## config.mk

```make
export PLATFORM = sky130hd
export DESIGN_NAME = usb_rx_pkt_ctrl_flat
export DESIGN_NICKNAME = d
export VERILOG_FILES = /design/src/rtl/usb_rx_pkt_ctrl_if.sv /design/src/rtl/usb_rx_pkt_ctrl.sv /design/src/flat_wrapper.sv
export SDC_FILE = /design/constraint.sdc
export NUM_CORES = 1
export LEC_CHECK = 0
export CORE_AREA = 2 2 86 88
export CTS_CLUSTER_SIZE = 30
export DETAILED_ROUTE_END_ITERATION = 16
export DIE_AREA = 0 0 88 90
export PLACE_DENSITY = 0.73
export SYNTH_ARGS = -nofsm -noshare
export SYNTH_HDL_FRONTEND = slang
export SYNTH_SLANG_ARGS = --single-unit
export TNS_END_PERCENT = 50
```

## constraint.sdc

```tcl
create_clock -name clk -period 5.39 [get_ports clk]
set_input_delay 0.539 -clock clk [delete_from_list [all_inputs] [get_ports clk]]
set_output_delay 0.539 -clock clk [all_outputs]
set_load 0.02 [all_outputs]
```

## src/rtl/usb_rx_pkt_ctrl_if.sv

```systemverilog
`default_nettype none
// ---------------------------------------------------------------------------
// usb_rx_pkt_if : byte/strobe inputs and FIFO/CRC/result outputs of the
//                 USB receive packet controller.   Rev 1.0
// ---------------------------------------------------------------------------
interface usb_rx_pkt_if;
    logic       byte_valid;
    logic [7:0] data_in;
    logic       packet_done;
    logic       crc5_ok;
    logic       crc16_ok;
    logic       fifo_full;

    logic       crc_clear;
    logic       crc5_en;
    logic       crc16_en;
    logic       fifo_wr;
    logic [7:0] fifo_wdata;
    logic       fifo_commit;
    logic       fifo_discard;
    logic [3:0] pid;
    logic [6:0] token_addr;
    logic [3:0] token_endp;
    logic       token_valid;
    logic       hs_valid;
    logic       data_valid;
    logic       rx_err;
    logic [2:0] err_code;

    modport master (
        output byte_valid, data_in, packet_done, crc5_ok, crc16_ok, fifo_full,
        input  crc_clear, crc5_en, crc16_en, fifo_wr, fifo_wdata, fifo_commit,
               fifo_discard, pid, token_addr, token_endp, token_valid, hs_valid,
               data_valid, rx_err, err_code
    );

    modport slave (
        input  byte_valid, data_in, packet_done, crc5_ok, crc16_ok, fifo_full,
        output crc_clear, crc5_en, crc16_en, fifo_wr, fifo_wdata, fifo_commit,
               fifo_discard, pid, token_addr, token_endp, token_valid, hs_valid,
               data_valid, rx_err, err_code
    );
endinterface
`default_nettype wire

```

## src/rtl/usb_rx_pkt_ctrl.sv

```systemverilog
`default_nettype none
// ---------------------------------------------------------------------------
// usb_rx_pkt_ctrl : USB RX packet sequencer - PID decode, token/handshake/
//                   data parsing, RX FIFO commit/discard.   Rev 1.0
// ---------------------------------------------------------------------------
module usb_rx_pkt_ctrl #(
    parameter int MAX_PAYLOAD = 64
) (
    input  logic        clk,
    input  logic        rst,
    usb_rx_pkt_if.slave bus
);
    typedef enum logic [2:0] {
        S_IDLE  = 3'd0,
        S_TOKEN = 3'd1,
        S_DATA  = 3'd2,
        S_HSHK  = 3'd3,
        S_DRAIN = 3'd4,
        S_END   = 3'd5
    } state_t;

    localparam logic [2:0]  c_ERR_PID   = 3'd1;
    localparam logic [2:0]  c_ERR_CRC   = 3'd2;
    localparam logic [2:0]  c_ERR_LEN   = 3'd3;
    localparam logic [2:0]  c_ERR_OVF   = 3'd4;
    localparam logic [2:0]  c_ERR_PROTO = 3'd5;
    localparam logic [11:0] c_LEN_LIMIT = 12'(MAX_PAYLOAD + 2);

    state_t      r_state;
    logic [10:0] r_cnt;
    logic [7:0]  r_hold0;
    logic [7:0]  r_hold1;
    logic [2:0]  r_err_rec;
    logic        r_is_data;

    logic        w_byte;
    logic        w_is_tok;
    logic        w_is_dat;
    logic        w_is_hs;
    logic        w_pid_ok;
    logic        w_len_ovf;
    logic [10:0] w_cnt_next;

    always_comb begin
        w_is_tok = 1'b0;
        w_is_dat = 1'b0;
        w_is_hs  = 1'b0;
        case (bus.data_in[3:0])
            4'h1, 4'h5, 4'h9, 4'hD: w_is_tok = 1'b1;
            4'h3, 4'hB:             w_is_dat = 1'b1;
            4'h2, 4'hA, 4'hE:       w_is_hs  = 1'b1;
            default: ;
        endcase
    end

    // A byte arriving together with packet_done is dropped.
    assign w_byte     = bus.byte_valid && !bus.packet_done;
    assign w_pid_ok   = (bus.data_in[7:4] == ~bus.data_in[3:0]) && (w_is_tok || w_is_dat || w_is_hs);
    assign w_cnt_next = (r_cnt == 11'h7FF) ? r_cnt : r_cnt + 11'd1;
    assign w_len_ovf  = ({1'b0, w_cnt_next} > c_LEN_LIMIT);

    assign bus.crc_clear = !rst && w_byte && (r_state == S_IDLE) && w_pid_ok;
    assign bus.crc5_en   = !rst && w_byte && (r_state == S_TOKEN);
    assign bus.crc16_en  = !rst && w_byte && (r_state == S_DATA);

    always_ff @(posedge clk or posedge rst) begin
        if (rst) begin
            r_state          <= S_IDLE;
            r_cnt            <= 11'd0;
            r_hold0          <= 8'd0;
            r_hold1          <= 8'd0;
            r_err_rec        <= 3'd0;
            r_is_data        <= 1'b0;
            bus.fifo_wr      <= 1'b0;
            bus.fifo_wdata   <= 8'd0;
            bus.fifo_commit  <= 1'b0;
            bus.fifo_discard <= 1'b0;
            bus.pid          <= 4'd0;
            bus.token_addr   <= 7'd0;
            bus.token_endp   <= 4'd0;
            bus.token_valid  <= 1'b0;
            bus.hs_valid     <= 1'b0;
            bus.data_valid   <= 1'b0;
            bus.rx_err       <= 1'b0;
            bus.err_code     <= 3'd0;
        end else begin
            bus.fifo_wr      <= 1'b0;
            bus.fifo_commit  <= 1'b0;
            bus.fifo_discard <= 1'b0;
            bus.token_valid  <= 1'b0;
            bus.hs_valid     <= 1'b0;
            bus.data_valid   <= 1'b0;
            bus.rx_err       <= 1'b0;

            if (bus.packet_done && (r_state != S_IDLE) && (r_state != S_END)) begin
                // Result is registered here so it appears during END.
                r_state <= S_END;
                if (bus.byte_valid) begin
                    bus.rx_err       <= 1'b1;
                    bus.err_code     <= c_ERR_PROTO;
                    bus.fifo_discard <= r_is_data;
                end else begin
                    case (r_state)
                        S_TOKEN: begin
                            if (r_cnt == 11'd2 && bus.crc5_ok) begin
                                bus.token_valid <= 1'b1;
                            end else begin
                                bus.rx_err   <= 1'b1;
                                bus.err_code <= (r_cnt == 11'd2) ? c_ERR_CRC : c_ERR_LEN;
                            end
                        end
                        S_HSHK: bus.hs_valid <= 1'b1;
                        S_DATA: begin
                            if (r_cnt >= 11'd2 && bus.crc16_ok) begin
                                bus.fifo_commit <= 1'b1;
                                bus.data_valid  <= 1'b1;
                            end else begin
                                bus.rx_err       <= 1'b1;
                                bus.fifo_discard <= 1'b1;
                                bus.err_code     <= (r_cnt >= 11'd2) ? c_ERR_CRC : c_ERR_LEN;
                            end
                        end
                        default: begin
                            bus.rx_err       <= 1'b1;
                            bus.err_code     <= r_err_rec;
                            bus.fifo_discard <= r_is_data;
                        end
                    endcase
                end
            end else if (bus.packet_done && bus.byte_valid && (r_state == S_IDLE)) begin
                r_state      <= S_END;
                bus.rx_err   <= 1'b1;
                bus.err_code <= c_ERR_PROTO;
            end else begin
                case (r_state)
                    S_IDLE: begin
                        if (bus.byte_valid) begin
                            r_cnt     <= 11'd0;
                            r_hold0   <= 8'd0;
                            r_hold1   <= 8'd0;
                            r_is_data <= 1'b0;
                            if (w_pid_ok) begin
                                bus.pid   <= bus.data_in[3:0];
                                r_is_data <= w_is_dat;
                                r_state   <= w_is_tok ? S_TOKEN : (w_is_dat ? S_DATA : S_HSHK);
                            end else begin
                                r_err_rec <= c_ERR_PID;
                                r_state   <= S_DRAIN;
                            end
                        end
                    end
                    S_TOKEN: begin
                        if (bus.byte_valid) begin
                            r_cnt <= w_cnt_next;
                            if (r_cnt == 11'd0) begin
                                bus.token_addr    <= bus.data_in[6:0];
                                bus.token_endp[0] <= bus.data_in[7];
                            end else if (r_cnt == 11'd1) begin
                                bus.token_endp[3:1] <= bus.data_in[2:0];
                            end else begin
                                r_err_rec <= c_ERR_LEN;
                                r_state   <= S_DRAIN;
                            end
                        end
                    end
                    S_HSHK: begin
                        if (bus.byte_valid) begin
                            r_err_rec <= c_ERR_LEN;
                            r_state   <= S_DRAIN;
                        end
                    end
                    S_DATA: begin
                        if (bus.byte_valid) begin
                            r_cnt   <= w_cnt_next;
                            r_hold0 <= bus.data_in;
                            r_hold1 <= r_hold0;
                            // The two most recent bytes may be CRC16; release the older one.
                            if (w_cnt_next >= 11'd3) begin
                                if (w_len_ovf) begin
                                    r_err_rec <= c_ERR_LEN;
                                    r_state   <= S_DRAIN;
                                end else if (bus.fifo_full) begin
                                    r_err_rec <= c_ERR_OVF;
                                    r_state   <= S_DRAIN;
                                end else begin
                                    bus.fifo_wr    <= 1'b1;
                                    bus.fifo_wdata <= r_hold1;
                                end
                            end
                        end
                    end
                    S_END:   r_state <= S_IDLE;
                    default: ;
                endcase
            end
        end
    end
endmodule
`default_nettype wire

```

## src/flat_wrapper.sv

```systemverilog
// flat-port wrapper written by rule: the top's interface ports become plain ports
module usb_rx_pkt_ctrl_flat 
#(
    parameter int MAX_PAYLOAD = 64
)
  (clk, rst, bus_byte_valid, bus_data_in, bus_packet_done, bus_crc5_ok, bus_crc16_ok, bus_fifo_full, bus_crc_clear, bus_crc5_en, bus_crc16_en, bus_fifo_wr, bus_fifo_wdata, bus_fifo_commit, bus_fifo_discard, bus_pid, bus_token_addr, bus_token_endp, bus_token_valid, bus_hs_valid, bus_data_valid, bus_rx_err, bus_err_code);
  usb_rx_pkt_if bus_i ();
  input  logic clk;
  input  logic rst;
  input wire logic [$bits(bus_i.byte_valid)-1:0] bus_byte_valid;
  input wire logic [$bits(bus_i.data_in)-1:0] bus_data_in;
  input wire logic [$bits(bus_i.packet_done)-1:0] bus_packet_done;
  input wire logic [$bits(bus_i.crc5_ok)-1:0] bus_crc5_ok;
  input wire logic [$bits(bus_i.crc16_ok)-1:0] bus_crc16_ok;
  input wire logic [$bits(bus_i.fifo_full)-1:0] bus_fifo_full;
  output wire logic [$bits(bus_i.crc_clear)-1:0] bus_crc_clear;
  output wire logic [$bits(bus_i.crc5_en)-1:0] bus_crc5_en;
  output wire logic [$bits(bus_i.crc16_en)-1:0] bus_crc16_en;
  output wire logic [$bits(bus_i.fifo_wr)-1:0] bus_fifo_wr;
  output wire logic [$bits(bus_i.fifo_wdata)-1:0] bus_fifo_wdata;
  output wire logic [$bits(bus_i.fifo_commit)-1:0] bus_fifo_commit;
  output wire logic [$bits(bus_i.fifo_discard)-1:0] bus_fifo_discard;
  output wire logic [$bits(bus_i.pid)-1:0] bus_pid;
  output wire logic [$bits(bus_i.token_addr)-1:0] bus_token_addr;
  output wire logic [$bits(bus_i.token_endp)-1:0] bus_token_endp;
  output wire logic [$bits(bus_i.token_valid)-1:0] bus_token_valid;
  output wire logic [$bits(bus_i.hs_valid)-1:0] bus_hs_valid;
  output wire logic [$bits(bus_i.data_valid)-1:0] bus_data_valid;
  output wire logic [$bits(bus_i.rx_err)-1:0] bus_rx_err;
  output wire logic [$bits(bus_i.err_code)-1:0] bus_err_code;
  assign bus_i.byte_valid = bus_byte_valid;
  assign bus_i.data_in = bus_data_in;
  assign bus_i.packet_done = bus_packet_done;
  assign bus_i.crc5_ok = bus_crc5_ok;
  assign bus_i.crc16_ok = bus_crc16_ok;
  assign bus_i.fifo_full = bus_fifo_full;
  assign bus_crc_clear = bus_i.crc_clear;
  assign bus_crc5_en = bus_i.crc5_en;
  assign bus_crc16_en = bus_i.crc16_en;
  assign bus_fifo_wr = bus_i.fifo_wr;
  assign bus_fifo_wdata = bus_i.fifo_wdata;
  assign bus_fifo_commit = bus_i.fifo_commit;
  assign bus_fifo_discard = bus_i.fifo_discard;
  assign bus_pid = bus_i.pid;
  assign bus_token_addr = bus_i.token_addr;
  assign bus_token_endp = bus_i.token_endp;
  assign bus_token_valid = bus_i.token_valid;
  assign bus_hs_valid = bus_i.hs_valid;
  assign bus_data_valid = bus_i.data_valid;
  assign bus_rx_err = bus_i.rx_err;
  assign bus_err_code = bus_i.err_code;
  usb_rx_pkt_ctrl #(.MAX_PAYLOAD(MAX_PAYLOAD)) u_core (.clk(clk), .rst(rst), .bus(bus_i));
endmodule
```

==> summary by stage <==
Cells and area
The top cell types in the final layout, fill and taps aside, are sky130_fd_sc_hd__dfrtp_1 (66), sky130_fd_sc_hd__nand2_1 (53), sky130_fd_sc_hd__clkdlybuf4s50_1 (50), sky130_fd_sc_hd__o21ai_0 (30), sky130_fd_sc_hd__nor2_1 (21). Fill cells in the final layout number roughly 610. The net count of the finished layout is slightly above 400. The share of final-layout standard cells stronger than drive strength 1 is 14.0%. The area growth from synthesis to layout is 23.2%. The number of antenna diodes is 0. The most common cell after layout, fill and taps aside is sky130_fd_sc_hd__dfrtp_1.

Power and ir drop
The highest ir drop seen on vdd is 0.226 mV. The analysis attributes to cell leakage a power of 1.78 nW. For this design the ratio of total power to cell area is 384 nW/um2.

Routing
The sum of routed wire length over all layers is 7.17 mm. Using the TritonRoute via totals, the vias-per-cell ratio works out to 5.42. In the routed design, unresolved DRC markers number 0.

The pre-antenna-repair detailed-routing pass consisted of 4 iterations. The detailed router's first-iteration violation count is 223. The routed layout has 2659 vias. The number of nets with antenna violations after routing is 0. The routed length per instance is 14.6 um.

Die
The total die area is 7920 um2. The height of the die is 90 um. Row generation in the floorplan step produced 31 rows. The initial cell density of the core is between 40% and 50%. During I/O placement, the number of pins put on the boundary was 51. The total core area is 7020 um2. The die is 88 um wide.

Yosys
The fraction of the yosys area taken by sequential cells is 48.8%. The top cell type by area accounts for roughly 49% of the synthesized area. In this run the cell area of the synthesized design comes to around 3400 um2. In the synthesized netlist the dominant register cell turns out to be sky130_fd_sc_hd__dfrtp_1. The net count after synthesis is approximately 360. By area the synthesized netlist is led by sky130_fd_sc_hd__dfrtp_1 (49%), sky130_fd_sc_hd__nand2_1 (5.9%), sky130_fd_sc_hd__mux2_2 (5.3%). After technology mapping, the gate count stands at 342. The count of cell types in the netlist is 63. The post-synthesis register bit count is 66.

The synthesized area per cell is 9.89 um2. Counting flops with a built-in enable in the synthesized netlist gives 0. The cell type with the highest aggregate area in the netlist is sky130_fd_sc_hd__dfrtp_1. For this run, asynchronously set or reset flops after synthesis account for 100%.

The total number of yosys warnings is 0.

Worst setup path
The critical path data required time is between 4 and 5 ns. The setup path with the least slack is of type primary input to output port. The critical-path maximum fanout is 9. At the worst endpoint, the arrival time is 2.91 ns.

The worst setup path is captured at an output port. The worst setup path is launched from a primary input.

Place
The post-placement worst setup slack is 1.96 ns. The final weighted congestion in routability-driven placement is roughly 0.85. The count of port buffers added during placement is 50. Summed over all nets, the half-perimeter wirelength after detailed placement is around 5.1 mm.

Clocking
The worst-case clock buffer depth is 2. Gates resized during post-CTS repair numbered 0. TritonCTS built the clock tree. The setup fix buffers added after clock tree synthesis is 0. The number of hold buffers added after CTS is 0. Clock latency on the worst-skew pair, taken at its later pin, is 0.34 ns.

In this run, CTS created clock tree buffers numbering 9. Clock-pin slew was measured on the worst setup and hold paths at 0.07 ns. The cell at the root of the clock tree is sky130_fd_sc_hd__clkbuf_8.

Counting every sink on the clock net gives 66. The CTS H-tree depth is 3.

STA
Setup repair after global routing left no endpoint under its margin. The final critical-path required period is 3.45 ns. The count of final max-slew check failures is 0. The worst slew margin relative to its limit is between 40% and 50%. The post-layout worst setup margin is 1.94 ns. The count of final hold-check violations came to 0. Static timing analysis puts the maximum clock frequency at 290 MHz.

The number of setup violations in the final report is 0. The actual transition at the worst max-transition pin is 0.826 ns. The period utilization is 64.0%.

The worst-case clock skew is 0.00763 ns. The sum of negative setup slack is 0 ns.

GRT
The first global-routing pass estimated 12.3 mm of wire. met2 is the most crowded layer. The met3 track demand over resource in global routing is 3.76%.

The number of antenna violations at the first check in global routing was 0. Global routing used 26.6% of the available met1 tracks. The overall overflow remaining after global route is 0.

The pin count of the biggest net entering global routing is 38. The combined global-route utilization of all metal layers is 19.7%. The number of global-route vias before repair is 2557.

The met2 track demand over resource is 31.2%.

Worst hold path
The class of the tightest hold or removal check is flop to flop.

Outcome
The flow ran to the end, and the final reports show no timing, DRC or antenna violations.

Job
Across the run, the number of max-cap violations was 0.
layer usage:
metal	routed length [um]	vias to the layer above
met5	0	-
met1	3320	1280
met4	115	0
li1	-	1311
met2	3440	56
met3	287	12
sequential cells by signal, indices dropped and copies added, names as in the netlist:
register and flops:
u_core.bus.err_code 3, u_core.bus.fifo_commit 1, u_core.bus.fifo_discard 1, u_core.bus.fifo_wdata 8, u_core.bus.fifo_wr 1, u_core.bus.hs_valid 1
u_core.bus.pid 4, u_core.bus.rx_err 1, u_core.bus.token_addr 7, u_core.bus.token_endp 4, u_core.bus.token_valid 1, u_core.r_cnt 11
u_core.r_err_rec 3, u_core.r_hold0 8, u_core.r_hold1 8, u_core.r_is_data 1, u_core.r_state 3
through the flow:
stage          instances  utilization (%)  power, mW  hold slack [ns]  area, um2
2_1_floorplan        342                -      0.961            0.450       3380
3_3_place_gp         475             56.1       1.13            0.464       3940
3_5_place_dp         475             56.1       1.14            0.470       3940
4_1_cts              491             59.3       1.61            0.486       4170
5_1_grt              491             59.3       1.69            0.502       4170
6_report             491             59.3       1.60            0.483       4170
worst max-delay path, cell delays in order:
cell                              delay, ns
sky130_fd_sc_hd__clkdlybuf4s50_1       0.67
sky130_fd_sc_hd__nor4bb_1              0.29
sky130_fd_sc_hd__a31oi_1               0.07
sky130_fd_sc_hd__nand4b_1              0.36
sky130_fd_sc_hd__nor4_1                0.32
sky130_fd_sc_hd__clkdlybuf4s50_1       0.66
final timing paths:
check,startpoint,to,slack [ns],depth (start not counted)
min in group asynchronous,rst,u_core.r_hold0[2]$_DFFE_PP0P_,0.76,2
worst min register to register,u_core.r_hold0[6]$_DFFE_PP0P_,u_core.r_hold0[6]$_DFFE_PP0P_,0.48,2
max in group asynchronous,rst,u_core.bus.fifo_discard$_DFF_PP0_,3.77,3
worst max-delay path,bus_data_in[1],bus_crc_clear,1.94,6
worst min-delay path,u_core.r_hold0[6]$_DFFE_PP0P_,u_core.r_hold0[6]$_DFFE_PP0P_,0.48,2
worst max register to register,u_core.r_cnt[1]$_DFFE_PP0P_,u_core.bus.fifo_wdata[3]$_DFFE_PP0P_,2.31,8
report_power, final:
part / leakage, nW / total [mW] / internal [mW] / switching (mW)
clock network: 0.114 / 0.464 / 0.264 / 0.200
registers: 0.883 / 0.644 / 0.569 / 0.0751
logic: 0.785 / 0.493 / 0.224 / 0.268
total: 1.78 / 1.60 / 1.06 / 0.544
cell usage after synthesis, drive strengths merged (2+ instances only):
| library cell | number |
|---|---|
| a211oi | 2 |
| nor4b | 3 |
| and2 | 4 |
| nand3b | 3 |
| ha | 4 |
| and3 | 3 |
| a21oi | 18 |
| buf | 6 |
| or3 | 2 |
| nand2b | 6 |
| inv | 11 |
| nor4 | 6 |
| o21ai | 32 |
| clkbuf | 13 |
| nand2 | 53 |
| mux2 | 24 |
| nand4 | 5 |
| o22a | 2 |
| nand3 | 6 |
| nor3 | 10 |
| a31oi | 6 |
| mux2i | 2 |
| dfrtp | 66 |
| xor2 | 2 |
| o31ai | 3 |
| o311ai | 2 |
| a21o | 2 |
| nor2b | 5 |
| nor2 | 21 |
kinds of logic (layout without fill, tap and decap cells):
family          Yosys count  in the layout  share of synthesized area (%)
flops                    66             66                           48.8
fa+ha+maj                 4              4                           1.48
buf+inv                  30             80                           3.81
xor+xnor                  3              3                          0.777
simple gates            132            132                           20.7
mux                      26             26                           9.47
compound gates           81             81                           14.9
cell type report:
type	instances	area [um2]	share of cell area, %
inverters	11	41.3	0.991
multi-input cells	246	1600	38.5
clock buffers	9	124	2.97
repair buffers	53	523	12.6
well taps	99	124	2.97
flip-flops and latches	66	1650	39.7
clock inverters	7	100	2.40
No activity file was read; power rests on OpenSTA's default activity.
